==> src/rtl/mem_write_demux_pkg.sv <==
// mem_write_demux_pkg: shared types and sizes for the 4x4-bit write demux
package mem_write_demux_pkg;
  typedef enum logic {IDLE = 1'b0, CLEAR = 1'b1} state_e;
  localparam int NUM_WORDS  = 4;
  localparam int ADDR_W     = 2;
  localparam int DATA_W     = 4;
  localparam int WCOUNT_MAX = 7;
endpackage

==> src/rtl/mem_write_demux_4x4b_decoder_2to4.sv <==
// decoder_2to4: gated 2-bit to one-hot decode
// Ports: en_i gate, sel_i index, oh_o one-hot (all zero when en_i is low)
module decoder_2to4 (
  input  logic       en_i,
  input  logic [1:0] sel_i,
  output logic [3:0] oh_o
);
  assign oh_o = en_i ? 4'b0001 << sel_i : 4'b0000;
endmodule

==> src/rtl/mem_write_demux_4x4b.sv <==
// mem_write_demux_4x4b: val/rdy write demux into four 4-bit words with sequenced clear
// Ports: clk, rst (sync, active-high); wval/wrdy/waddr/wdata write request;
//   clr starts a 4-cycle clear, busy flags it; word0..word3 contents;
//   vmask per-word written flags; wcount saturating accepted-write count.
// Macro MEM_WRITE_DEMUX_WMASK_EN adds a per-bit write mask input wmask.
module mem_write_demux_4x4b
  import mem_write_demux_pkg::*;
#(
  parameter logic [DATA_W-1:0] RESET_VAL = 4'b0000
) (
  input  logic              clk,
  input  logic              rst,
  input  logic              wval,
  output logic              wrdy,
  input  logic [ADDR_W-1:0] waddr,
  input  logic [DATA_W-1:0] wdata,
`ifdef MEM_WRITE_DEMUX_WMASK_EN
  input  logic [DATA_W-1:0] wmask,
`endif
  input  logic              clr,
  output logic              busy,
  output logic [DATA_W-1:0] word0,
  output logic [DATA_W-1:0] word1,
  output logic [DATA_W-1:0] word2,
  output logic [DATA_W-1:0] word3,
  output logic [NUM_WORDS-1:0] vmask,
  output logic [2:0]        wcount
);
  state_e state_q, state_d;
  logic [ADDR_W-1:0] clr_idx_q, clr_idx_d;
  logic [DATA_W-1:0] word_q [NUM_WORDS];
  logic [NUM_WORDS-1:0] vmask_q, wr_en, clr_en;
  logic [2:0] wcount_q, wcount_d;
  logic [DATA_W-1:0] bmask;
  logic start, fire;
`ifdef MEM_WRITE_DEMUX_WMASK_EN
  assign bmask = wmask;
`else
  assign bmask = '1;
`endif
  assign start = (state_q == IDLE) && clr;
  assign fire  = wval && wrdy;
  decoder_2to4 u_wr_dec  (.en_i(fire), .sel_i(waddr),     .oh_o(wr_en));
  decoder_2to4 u_clr_dec (.en_i(busy), .sel_i(clr_idx_q), .oh_o(clr_en));
  always_ff @(posedge clk) begin
    if (rst) begin
      state_q   <= IDLE;
      clr_idx_q <= '0;
    end else begin
      state_q   <= state_d;
      clr_idx_q <= clr_idx_d;
    end
  end
  always_comb begin
    state_d   = start ? CLEAR : (state_q == CLEAR && clr_idx_q == 2'd3) ? IDLE : state_q;
    clr_idx_d = (state_q == CLEAR) ? clr_idx_q + 2'd1 : '0;
    wcount_d  = start ? 3'd0 : !fire ? wcount_q : (wcount_q == 3'(WCOUNT_MAX)) ? wcount_q : wcount_q + 3'd1;
  end
  // clr takes priority over a same-cycle write, so wrdy depends on clr combinationally
  always_comb begin
    wrdy = (state_q == IDLE) && !clr;
    busy = (state_q == CLEAR);
  end
  always_ff @(posedge clk) begin
    if (rst) begin
      for (int i = 0; i < NUM_WORDS; i++) word_q[i] <= RESET_VAL;
      vmask_q  <= '0;
      wcount_q <= '0;
    end else begin
      wcount_q <= wcount_d;
      for (int i = 0; i < NUM_WORDS; i++) begin
        if (clr_en[i]) begin
          word_q[i]  <= RESET_VAL;
          vmask_q[i] <= 1'b0;
        end else if (wr_en[i]) begin
          word_q[i]  <= (word_q[i] & ~bmask) | (wdata & bmask);
          vmask_q[i] <= vmask_q[i] | (|bmask);
        end
      end
    end
  end
  assign word0  = word_q[0];
  assign word1  = word_q[1];
  assign word2  = word_q[2];
  assign word3  = word_q[3];
  assign vmask  = vmask_q;
  assign wcount = wcount_q;
endmodule

==> config.mk <==
export PLATFORM = sky130hd
export DESIGN_NAME = mem_write_demux_4x4b
export DESIGN_NICKNAME = d
export VERILOG_FILES = /design/src/rtl/mem_write_demux_pkg.sv /design/src/rtl/mem_write_demux_4x4b_decoder_2to4.sv /design/src/rtl/mem_write_demux_4x4b.sv
export SDC_FILE = /design/constraint.sdc
export NUM_CORES = 1
export LEC_CHECK = 0
export ABC_CLOCK_PERIOD_IN_PS = 1900
export BUFFER_PORTS_ARGS = -buffer_cell sky130_fd_sc_hd__buf_4
export CAP_MARGIN = 10
export CORE_AREA = 4 4 56 58
export CTS_BUF_LIST = sky130_fd_sc_hd__clkbuf_4
export CTS_CLUSTER_SIZE = 20
export DETAILED_ROUTE_END_ITERATION = 6
export DIE_AREA = 0 0 60 62
export PLACE_DENSITY = 0.69
export SYNTH_ARGS = -nofsm -noshare
export SYNTH_HDL_FRONTEND = slang
export SYNTH_SLANG_ARGS = --single-unit
==> constraint.sdc <==
create_clock -name clk -period 1.9 [get_ports clk]
set_input_delay 0.285 -clock clk [delete_from_list [all_inputs] [get_ports clk]]
set_output_delay 0.285 -clock clk [all_outputs]
set_load 0.05 [all_outputs]
==> impl_metrics.csv <==
group,metric,value,unit
status,status,"complete, no violations",
place,hpwl,1730,um
cts,cts_max_path_buffers,2,
route,first_iter_violations,13,
cts,clockRootBuffer,"clkbuf_4",
cts,cts_resized,0,
logic_synthesis,synth_cell_types,27,
route,first_pass_iters,4,
place,numPortBuffers,34,
setup_path,critPathCaptureType,"flip-flop",
logic_synthesis,syn_area_per_cell,13.2,um^2
route,wl,2170,um
grt,overflow,0,
logic_synthesis,synth_common_cells,"16 x and2_1, 16 x edfxtp_1, 10 x dfxtp_1",
logic_synthesis,synth-async-reset-ratio,0,%
cts,numCtsBuffers,3,
sta,setup_tns,0,ns
logic_synthesis,synth-seq-cells,26,
grt,antenna_found_initial,0,
grt,grt_max_degree,16,
cts,worstSkewPairLatency,0.33,ns
sta,layout_min_cycle_time,1.48,ns
cells_and_area,antenna_cells,0,
cts,path_clk_slew,0.15,ns
floorplanning,dieHeight,62,um
route,vias,780,
route,antenna_left,0,
grt,grt_pass1_wl,3480,um
setup_path,crit_type,"reg2reg",
logic_synthesis,yosys.area.top_type,"edfxtp_1",
power_and_ir_drop,p_leak,0.000681,uW
min_path,worstHoldPathCells,2,
setup_path,cp.required,2.13,ns
place,place_congestion,0.680,
run,cap_violations,0,
route,avgRoutedWirePerCell,13.8,um
logic_synthesis,synth_edf_count,16,
sta,fin_skew,0.0174,ns
setup_path,path_cells,"ha_1 > ha_1 > nor4b_4 > mux2i_1 > nor3_1",
grt,grt_usage,12.7,%
logic_synthesis,synth_nets,103,
cts,cts_tree,"built",
cts,cts_setup_buffers,0,
floorplanning,num_io_pins,35,
logic_synthesis,synth_ff_type,"edfxtp_1",
logic_synthesis,synth_cells,87,
cells_and_area,final_nets,143,
setup_path,max_stage_delay,0.37,ns
floorplanning,die-area,3720,um^2
floorplanning,die-width,60,um
logic_synthesis,synth_area_leaders,"edfxtp_1 42%, dfxtp_1 17%, and2_1 8.7%",
cells_and_area,stdcell_count,157,
cts,htreeDepth,1,
grt,grt_pass1_vias,786,
floorplanning,start_util,43.0,%
min_path,min_path_type,"in2reg",
setup_path,reg2regPathDepth,5,
cts,ctsHoldBuffers,0,
setup_path,cpMostUsedCell,"ha_1",
sta,min_period_over_period,77.8,%
setup_path,rrSetupSlack,0.42,ns
sta,setup_viol,0,
logic_synthesis,yosys_warnings,0,
power_and_ir_drop,powerDensity,821,nW/um^2
route,route.detailed.drc,0,
power_and_ir_drop,vdd_drop_max,456,uV
setup_path,critPathMaxFanout,3,
sta,rsz0062_at_grt,"false",
route,viasPerCell,4.97,
sta,fmax,676,MHz
logic_synthesis,netlist_area,1150,um^2
cells_and_area,syn_to_final_growth,31.4,%
setup_path,worst_path_max_delay_cell,"dfxtp_1",
sta,tightest_slew,0.601,ns
cts,cts_sinks,26,
logic_synthesis,yosysTopAreaCellShare,41.9,%
cells_and_area,drive_gt1_share,37.3,%
sta,max_slew_margin,59.6,%
floorplanning,rows,19,
setup_path,arrival,1.71,ns
logic_synthesis,ys_seq_area_share,59.4,%
place,dp_cells,153,
setup_path,cp-start-kind,"flip-flop",
sta,maxSlewViolCount,0,
sta,hold_violations,0,
floorplanning,core_area,2660,um^2
registers in the layout, indices dropped and copies added, names as in the netlist:
register / cells
busy: 1
clr_idx_q: 2
vmask: 4
wcount: 3
word_q: 16
cells in the final DEF, fill, tap and decap left out, types with 2 or more instances in the layout:
| cell type | synthesis | layout |
|---|---|---|
| a21oi_1 | 5 | 5 |
| clkbuf_4 | 0 | 3 |
| a21o_1 | 4 | 4 |
| ha_1 | 6 | 6 |
| inv_1 | 3 | 3 |
| dfxtp_1 | 10 | 10 |
| nor2_1 | 4 | 4 |
| nor3_2 | 2 | 2 |
| mux2i_1 | 2 | 2 |
| edfxtp_1 | 16 | 16 |
| nor3_1 | 2 | 2 |
| buf_4 | 0 | 37 |
| and2_1 | 16 | 16 |
| o31ai_1 | 2 | 2 |
metal layers:
metal  GRT usage [%]  share of wire [%]  vias up
li1                -                  -      390
met1            14.5                 41      359
met2            22.5                 50       29
met3            3.51                8.8        2
met4            4.75               0.60        0
met5               0                  0        -
per-stage QoR:
stage	total power [uW]	utilization, %	instance area (um^2)	setup WS [ns]	hold WS [ns]
after floorplan	792	-	1150	0.0750	0.455
after global placement	871	54.6	1450	0.464	0.440
after detailed placement	876	54.6	1450	0.417	0.445
after CTS	1250	56.6	1510	0.401	0.208
after global routing	1290	56.6	1510	0.295	0.197
final	1240	56.6	1510	0.421	0.216
cell families after synthesis:
family,share of synthesized area [%]
simple gates,22.5
mux,1.75
compound gates,7.31
fa+ha+maj,6.55
xor+xnor,0.764
flops,59.4
buf+inv,1.75
where the power goes:
group	total, uW	switching (uW)	leakage, uW	internal (uW)
registers	634	9.91	0.000250	624
clock network	376	163	0.0000279	213
logic	227	154	0.000404	73.5
total	1240	326	0.000681	911
worst max-delay path: cells and delay by family (launching register included):
kind | cells | cell delay, ns
adder cells (fa/ha/maj) | 2 | 0.41
flip-flops | 1 | 0.37
AND/OR/NAND/NOR | 2 | 0.37
multiplexers | 1 | 0.22
final timing paths:
check / startpoint / end
worst min register to register: vmask[0] / vmask[0]
worst min-delay path: rst / wcount[0]
worst max register to register: wcount[0] / wcount[2]
worst max-delay path: wcount[0] / wcount[2]
layout make-up:
type / instances / area (um^2)
Tap cell: 31 / 38.8
Multi-Input combinational cell: 56 / 445
Fill cell: 235 / 1160
Timing Repair Buffer: 37 / 278
Sequential cell: 26 / 681
Clock buffer: 3 / 22.5
Clock inverter: 1 / 30.0
Inverter: 3 / 11.3
Note: power is estimated with default switching activity, not from simulation.
